### config.mk
export PLATFORM = sky130hd
export DESIGN_NAME = f_register_file
export DESIGN_NICKNAME = d
export VERILOG_FILES = /design/src/rtl/f_register_file.sv
export SDC_FILE = /design/constraint.sdc
export NUM_CORES = 2
export LEC_CHECK = 0
export ABC_CLOCK_PERIOD_IN_PS = 1850
export BUFFER_PORTS_ARGS = -buffer_cell sky130_fd_sc_hd__buf_2
export CORE_UTILIZATION = 40
export CTS_BUF_LIST = sky130_fd_sc_hd__clkbuf_2 sky130_fd_sc_hd__clkbuf_4 sky130_fd_sc_hd__clkbuf_8
export CTS_CLUSTER_SIZE = 10
export DETAILED_ROUTE_END_ITERATION = 16
export GPL_TIMING_DRIVEN = 0
export PLACE_DENSITY_LB_ADDON = 0.05
export SYNTH_ARGS = -nofsm -noshare
export SYNTH_HDL_FRONTEND = slang
export SYNTH_SLANG_ARGS = --single-unit
### constraint.sdc
create_clock -name CLK -period 1.85 [get_ports CLK]
set_clock_uncertainty 0.1 [all_clocks]
set_input_delay 0.185 -clock CLK [delete_from_list [all_inputs] [get_ports CLK]]
set_output_delay 0.185 -clock CLK [all_outputs]
set_load 0.01 [all_outputs]
### src/rtl/f_register_file.sv
// f_register_file: FP register array with sticky fflags, frm and a pending-write scoreboard
module f_register_file #(
    parameter int NREGS  = 32,
    parameter int DATA_W = 32,
    parameter bit BYPASS = 1'b1
) (
    input  logic              CLK,
    input  logic              nRST,
    input  logic [4:0]        f_rs1,
    input  logic [4:0]        f_rs2,
    input  logic [4:0]        f_rd,
    input  logic              f_wen,
    input  logic [DATA_W-1:0] f_w_data,
    input  logic              f_NV,
    input  logic              f_DZ,
    input  logic              f_OF,
    input  logic              f_UF,
    input  logic              f_NX,
    input  logic              csr_fflags_wen,
    input  logic [4:0]        csr_fflags_in,
    input  logic              csr_frm_wen,
    input  logic [2:0]        f_frm_in,
    input  logic              issue_valid,
    input  logic [4:0]        issue_rd,
    output logic [DATA_W-1:0] f_rs1_data,
    output logic [DATA_W-1:0] f_rs2_data,
    output logic [2:0]        f_frm_out,
    output logic [4:0]        f_flags,
    output logic              f_rs1_busy,
    output logic              f_rs2_busy
);
    localparam int AW = $clog2(NREGS);

    logic [DATA_W-1:0] regs [NREGS];
    logic [NREGS-1:0]  busy;
    logic [NREGS-1:0]  busy_nxt;
    logic [4:0]        fflags;
    logic [2:0]        frm;
    logic [AW-1:0]     ra1;
    logic [AW-1:0]     ra2;
    logic [AW-1:0]     wa;
    logic [AW-1:0]     ia;
    logic              fwd1;
    logic              fwd2;

    // address bits above the index width are ignored
    assign ra1 = f_rs1[AW-1:0];
    assign ra2 = f_rs2[AW-1:0];
    assign wa  = f_rd[AW-1:0];
    assign ia  = issue_rd[AW-1:0];

    assign fwd1 = BYPASS && f_wen && (wa == ra1);
    assign fwd2 = BYPASS && f_wen && (wa == ra2);

    assign f_rs1_data = fwd1 ? f_w_data : regs[ra1];
    assign f_rs2_data = fwd2 ? f_w_data : regs[ra2];
    assign f_rs1_busy = busy[ra1] & ~fwd1;
    assign f_rs2_busy = busy[ra2] & ~fwd2;
    assign f_flags    = fflags;
    assign f_frm_out  = frm;

    // set after clear so a re-issued destination stays pending
    always_comb begin
        busy_nxt = busy;
        if (f_wen)
            busy_nxt[wa] = 1'b0;
        if (issue_valid)
            busy_nxt[ia] = 1'b1;
    end

    always_ff @(posedge CLK or negedge nRST) begin
        if (!nRST) begin
            for (int i = 0; i < NREGS; i++)
                regs[i] <= '0;
            busy   <= '0;
            fflags <= '0;
            frm    <= '0;
        end else begin
            if (f_wen)
                regs[wa] <= f_w_data;
            fflags <= csr_fflags_wen ? csr_fflags_in
                    : f_wen ? (fflags | {f_NV, f_DZ, f_OF, f_UF, f_NX}) : fflags;
            if (csr_frm_wen && f_frm_in <= 3'b100)
                frm <= f_frm_in;
            busy <= busy_nxt;
        end
    end
endmodule

==> implementation parameters <==
Parameter                              Value

Routing
  Met3 Routed Length ... approximately 16,000 µm
  Routed wire length ... roughly 240,000 µm
  Wire per inst ... ~38 µm
  Met2 wire length ... 109,000 µm
  Iter 0 DRT Violations ... roughly 3,400
  Remaining DRCs ... 0
  Detail Route Antenna Nets ... 0
  Routed metal-1 wire length ... between 100,000 and 150,000 µm
  Routed vias ... 39,700
  Drt via density ... 6.33
  Count of TritonRoute iterations in the first routing pass ... 5
  Top layer used by detailed routing ... met5

Floorplan
  Die height ... 381 µm
  Die ar. ... 145,000 µm²
  Standard cell core area ... around 140,000 µm²
  # rows ... 138
  Horizontal die dimension ... approximately 380 µm
  I/O pins ... 145
  Starting utilization of the core area ... between 40% and 50%

Logic synthesis
  Synthesized netlist net count ... 3,820
  Share of async-settable or async-resettable flops after synthesis ... 100%
  Distinct cells, synth ... between 40 and 50
  Proportion of synthesized chip area in sequential cells ... a little under half
  Avg Synthesized Cell Area ... roughly 15 µm²
  Netlist area before placement ... 57,300 µm²
  Cells after synthesis ... 3,749
  Register bit count reported by yosys ... ~1,100
  Number of flops mapped to enable cells by yosys ... 0
  Yosys warns ... 0
  Prevailing post-synth register cell ... sky130_fd_sc_hd__dfrtp_1

Setup path
  Data arrival, critical path ... approximately 2.7 ns
  Cell family contributing the most delay on the critical path ... buffers and inverters
  Most Frequent Cell on Critical Path ... sky130_fd_sc_hd__buf_2
  Count of buffer and inverter cells on the critical path ... 5
  Critical path launch point type ... input port
  Critical path launch point ... f_rs2[2]
  Setup slack of the worst register-to-register path ... ~0.43 ns
  Critical-path top delay cell ... sky130_fd_sc_hd__buf_2
  Crit path capture ... f_rs2_data[1]
  Required time worst endpoint ... 1.56 ns
  Beginning of the worst register-to-register path ... f_flags[3]$_DFFE_PN0P_
  Reg2Reg Capture Point ... f_flags[3]$_DFFE_PN0P_
  Series of cell instances along the critical path ... buf_2, buf_4, buf_4, buf_2, mux4_2, o22ai_1, a211o_1, o31ai_4, buf_2
  Kind of end point of the critical path ... output pin
  Max FO, Critical Path ... 11
  Logic depth of the worst register-to-register path ... 3
  Instance count on the critical path ... 9
  Longest individual stage delay on the worst path ... 0.46 ns
  Class of the most critical setup path ... input port to output pin

Place
  Detailed placement HPWL ... 159,000 µm
  Routability cong. ... between 0.9 and 1
  # port buffers ... 134

Clock network
  Number of CTS-inserted buffers ... roughly 200
  Clock tree from TritonCTS ... built
  Insertion delay to the later sink of the worst-skew pair ... between 0.9 and 1 ns
  Clock sink total ... 1,064
  Clock-pin transition on the worst setup and hold timing paths ... around 0.06 ns
  Depth of the CTS H-tree ... 4
  Largest buffer count on any clock path ... 3
  Clock root buffer ... sky130_fd_sc_hd__clkbuf_8

Power and ir drop
  Total power density per cell area ... ~1100 nW/µm²
  Tot Pwr ... approximately 74 mW
  Static leakage ... about 29 nW
  VDD IR-drop max ... 0.593 mV

Global route
  Global-route usage over all layers ... roughly a third
  Number of antenna violations at the first check in global routing ... 10
  Wire length of the first global-routing pass ... ~330,000 µm
  Largest net degree at the start of global routing ... around 160
  Number of global-route vias before repair ... slightly above 40,000
  Global-route congestion overflow total ... 0

STA
  Hold WS ... -0.863 ns
  Transition time at the pin with the least slew margin ... between 1 and 1.5 ns
  RSZ-0062 raised after global routing ... yes
  Final Max Slew Viols ... 0
  Headroom to the max-slew limit ... around 9.0%
  Number of hold violations in the final report ... 644
  Final WS setup ... -1.16 ns
  Setup_tns ... -62.90 ns
  Final critical path time including I/O delays and setup ... roughly 3.0 ns
  Fmax ... 0.332 GHz
  Setup violators final ... 75
  Fin crit share ... 163%

Status
  Violated checks ... negative hold slack, negative setup slack
  Result of the run ... complete, but fails checks

Finish
  Number of nets in the final layout ... approximately 4,300
  Proportion of layout cells with a drive suffix above 1 ... 60.2%
  Area overhead of the layout relative to synthesis ... 20.4%

Job
  Max-cap check violation count ... 0

Worst hold path
  Path type of the worst min-delay path ... input port to asynchronous set/reset pin
[power by group]
| group | switching (mW) | total, mW | internal (mW) |
|---|---|---|---|
| registers | 3.26 | 31.1 | 27.9 |
| logic | 7.34 | 17.0 | 9.68 |
| clock network | 10.8 | 25.7 | 14.9 |
[layer usage]
metal  vias up  GRT usage (%)
li1      15700              -
met2      1496           50.5
met1     22000           45.4
met5         -              0
met4         2           15.0
met3       478           6.93
[Yosys cell counts (16+ instances only)]
master                        n  area [µm²]
sky130_fd_sc_hd__nand2_1     27         101
sky130_fd_sc_hd__mux4_2     525       11800
sky130_fd_sc_hd__mux2_2    1018       11500
sky130_fd_sc_hd__clkbuf_1   169         634
sky130_fd_sc_hd__nand3_1     69         345
sky130_fd_sc_hd__buf_4       28         210
sky130_fd_sc_hd__a22o_1      16         140
sky130_fd_sc_hd__o22ai_1    128         801
sky130_fd_sc_hd__dfrtp_1   1064       26600
sky130_fd_sc_hd__o21ai_0     37         185
sky130_fd_sc_hd__o31ai_1     64         480
sky130_fd_sc_hd__nor2_1      18        67.6
sky130_fd_sc_hd__buf_2      121         606
sky130_fd_sc_hd__buf_1       33         124
sky130_fd_sc_hd__a211oi_1    63         473
sky130_fd_sc_hd__nor2b_1     67         419
sky130_fd_sc_hd__a211o_1     62         543
sky130_fd_sc_hd__buf_6       61         687
sky130_fd_sc_hd__mux2i_1     70         701
[worst min-delay path by stage]
stage	start	end	cells past startpoint
6_report	nRST	regs[106]$_DFFE_PN0P_	1
3_5_place_dp	nRST	regs[106]$_DFFE_PN0P_	1
2_1_floorplan	nRST	busy[0]$_DFF_PN0_	0
3_3_place_gp	csr_fflags_in[2]	f_flags[2]$_DFFE_PN0P_	3
4_1_cts	nRST	regs[106]$_DFFE_PN0P_	1
5_1_grt	nRST	regs[106]$_DFFE_PN0P_	1
[cell type report]
cell class | instances | area, µm²
antenna | 4 | 10.0
buffer | 414 | 2810
clock buffer | 329 | 4120
clock inverter | 28 | 324
fill | 12500 | 72900
inverter | 2 | 7.51
multi-input combinational | 2267 | 30600
sequential | 1064 | 26600
tap | 1890 | 2360
timing repair buffer | 271 | 2140
[flip-flops by register name, indices dropped and copies added, names as in the netlist]
register	cells
f_frm_out	3
regs	1024
f_flags	5
busy	32
[through the flow]
step | hold slack (ns) | cells | util, % | setup slack [ns] | instance area [µm²]
2_1_floorplan | -0.211 | 3749 | - | -0.0738 | 58100
3_3_place_gp | 0.300 | 5773 | 43.0 | -24.63 | 61100
3_5_place_dp | 0.124 | 5780 | 43.2 | -1.91 | 61300
4_1_cts | -0.887 | 6258 | 48.4 | -1.12 | 68700
5_1_grt | -0.838 | 6268 | 48.6 | -1.11 | 69000
6_report | -0.863 | 6269 | 48.6 | -1.16 | 69000
[cells by family after synthesis]
| kind of cell | count (synthesis) | synth area share, % |
|---|---|---|
| and+or+nand+nor | 246 | 2.49 |
| buffers and inverters | 418 | 4.04 |
| muxes | 1628 | 42.1 |
| DFF | 1064 | 46.4 |
| xor gates and xnor gates | 10 | 0.153 |
| AOI/OAI and AO/OA | 383 | 4.73 |
[layout by cell type, fill, tap and decap left out, types with 37 or more instances in the layout]
cell type | Yosys | layout
sky130_fd_sc_hd__dfrtp_1 | 1064 | 1064
sky130_fd_sc_hd__mux2_2 | 1018 | 1013
sky130_fd_sc_hd__mux4_2 | 525 | 525
sky130_fd_sc_hd__clkbuf_8 | 0 | 271
sky130_fd_sc_hd__buf_2 | 121 | 220
sky130_fd_sc_hd__clkbuf_1 | 169 | 112
sky130_fd_sc_hd__dlygate4sd3_1 | 0 | 99
sky130_fd_sc_hd__buf_4 | 28 | 81
sky130_fd_sc_hd__clkbuf_4 | 0 | 79
sky130_fd_sc_hd__buf_6 | 61 | 71
sky130_fd_sc_hd__nand3_1 | 69 | 68
sky130_fd_sc_hd__o22ai_1 | 128 | 67
sky130_fd_sc_hd__a211o_1 | 62 | 62
sky130_fd_sc_hd__o22ai_2 | 0 | 52
sky130_fd_sc_hd__a211oi_2 | 0 | 45
sky130_fd_sc_hd__nor2b_1 | 67 | 44
sky130_fd_sc_hd__o31ai_4 | 0 | 42
sky130_fd_sc_hd__o21ai_0 | 37 | 37
[what timing repair did]
action / 4_1_cts / 5_1_grt
gates resized for setup: 364 / 73
setup buffers: 22 / 8
hold buffers: 101 / 1
hold endpoints to repair: 1647 / 645
pin swaps: 138 / 50
endpoints found under the setup margin: 438 / 155
(Power assumes the default switching activity.)
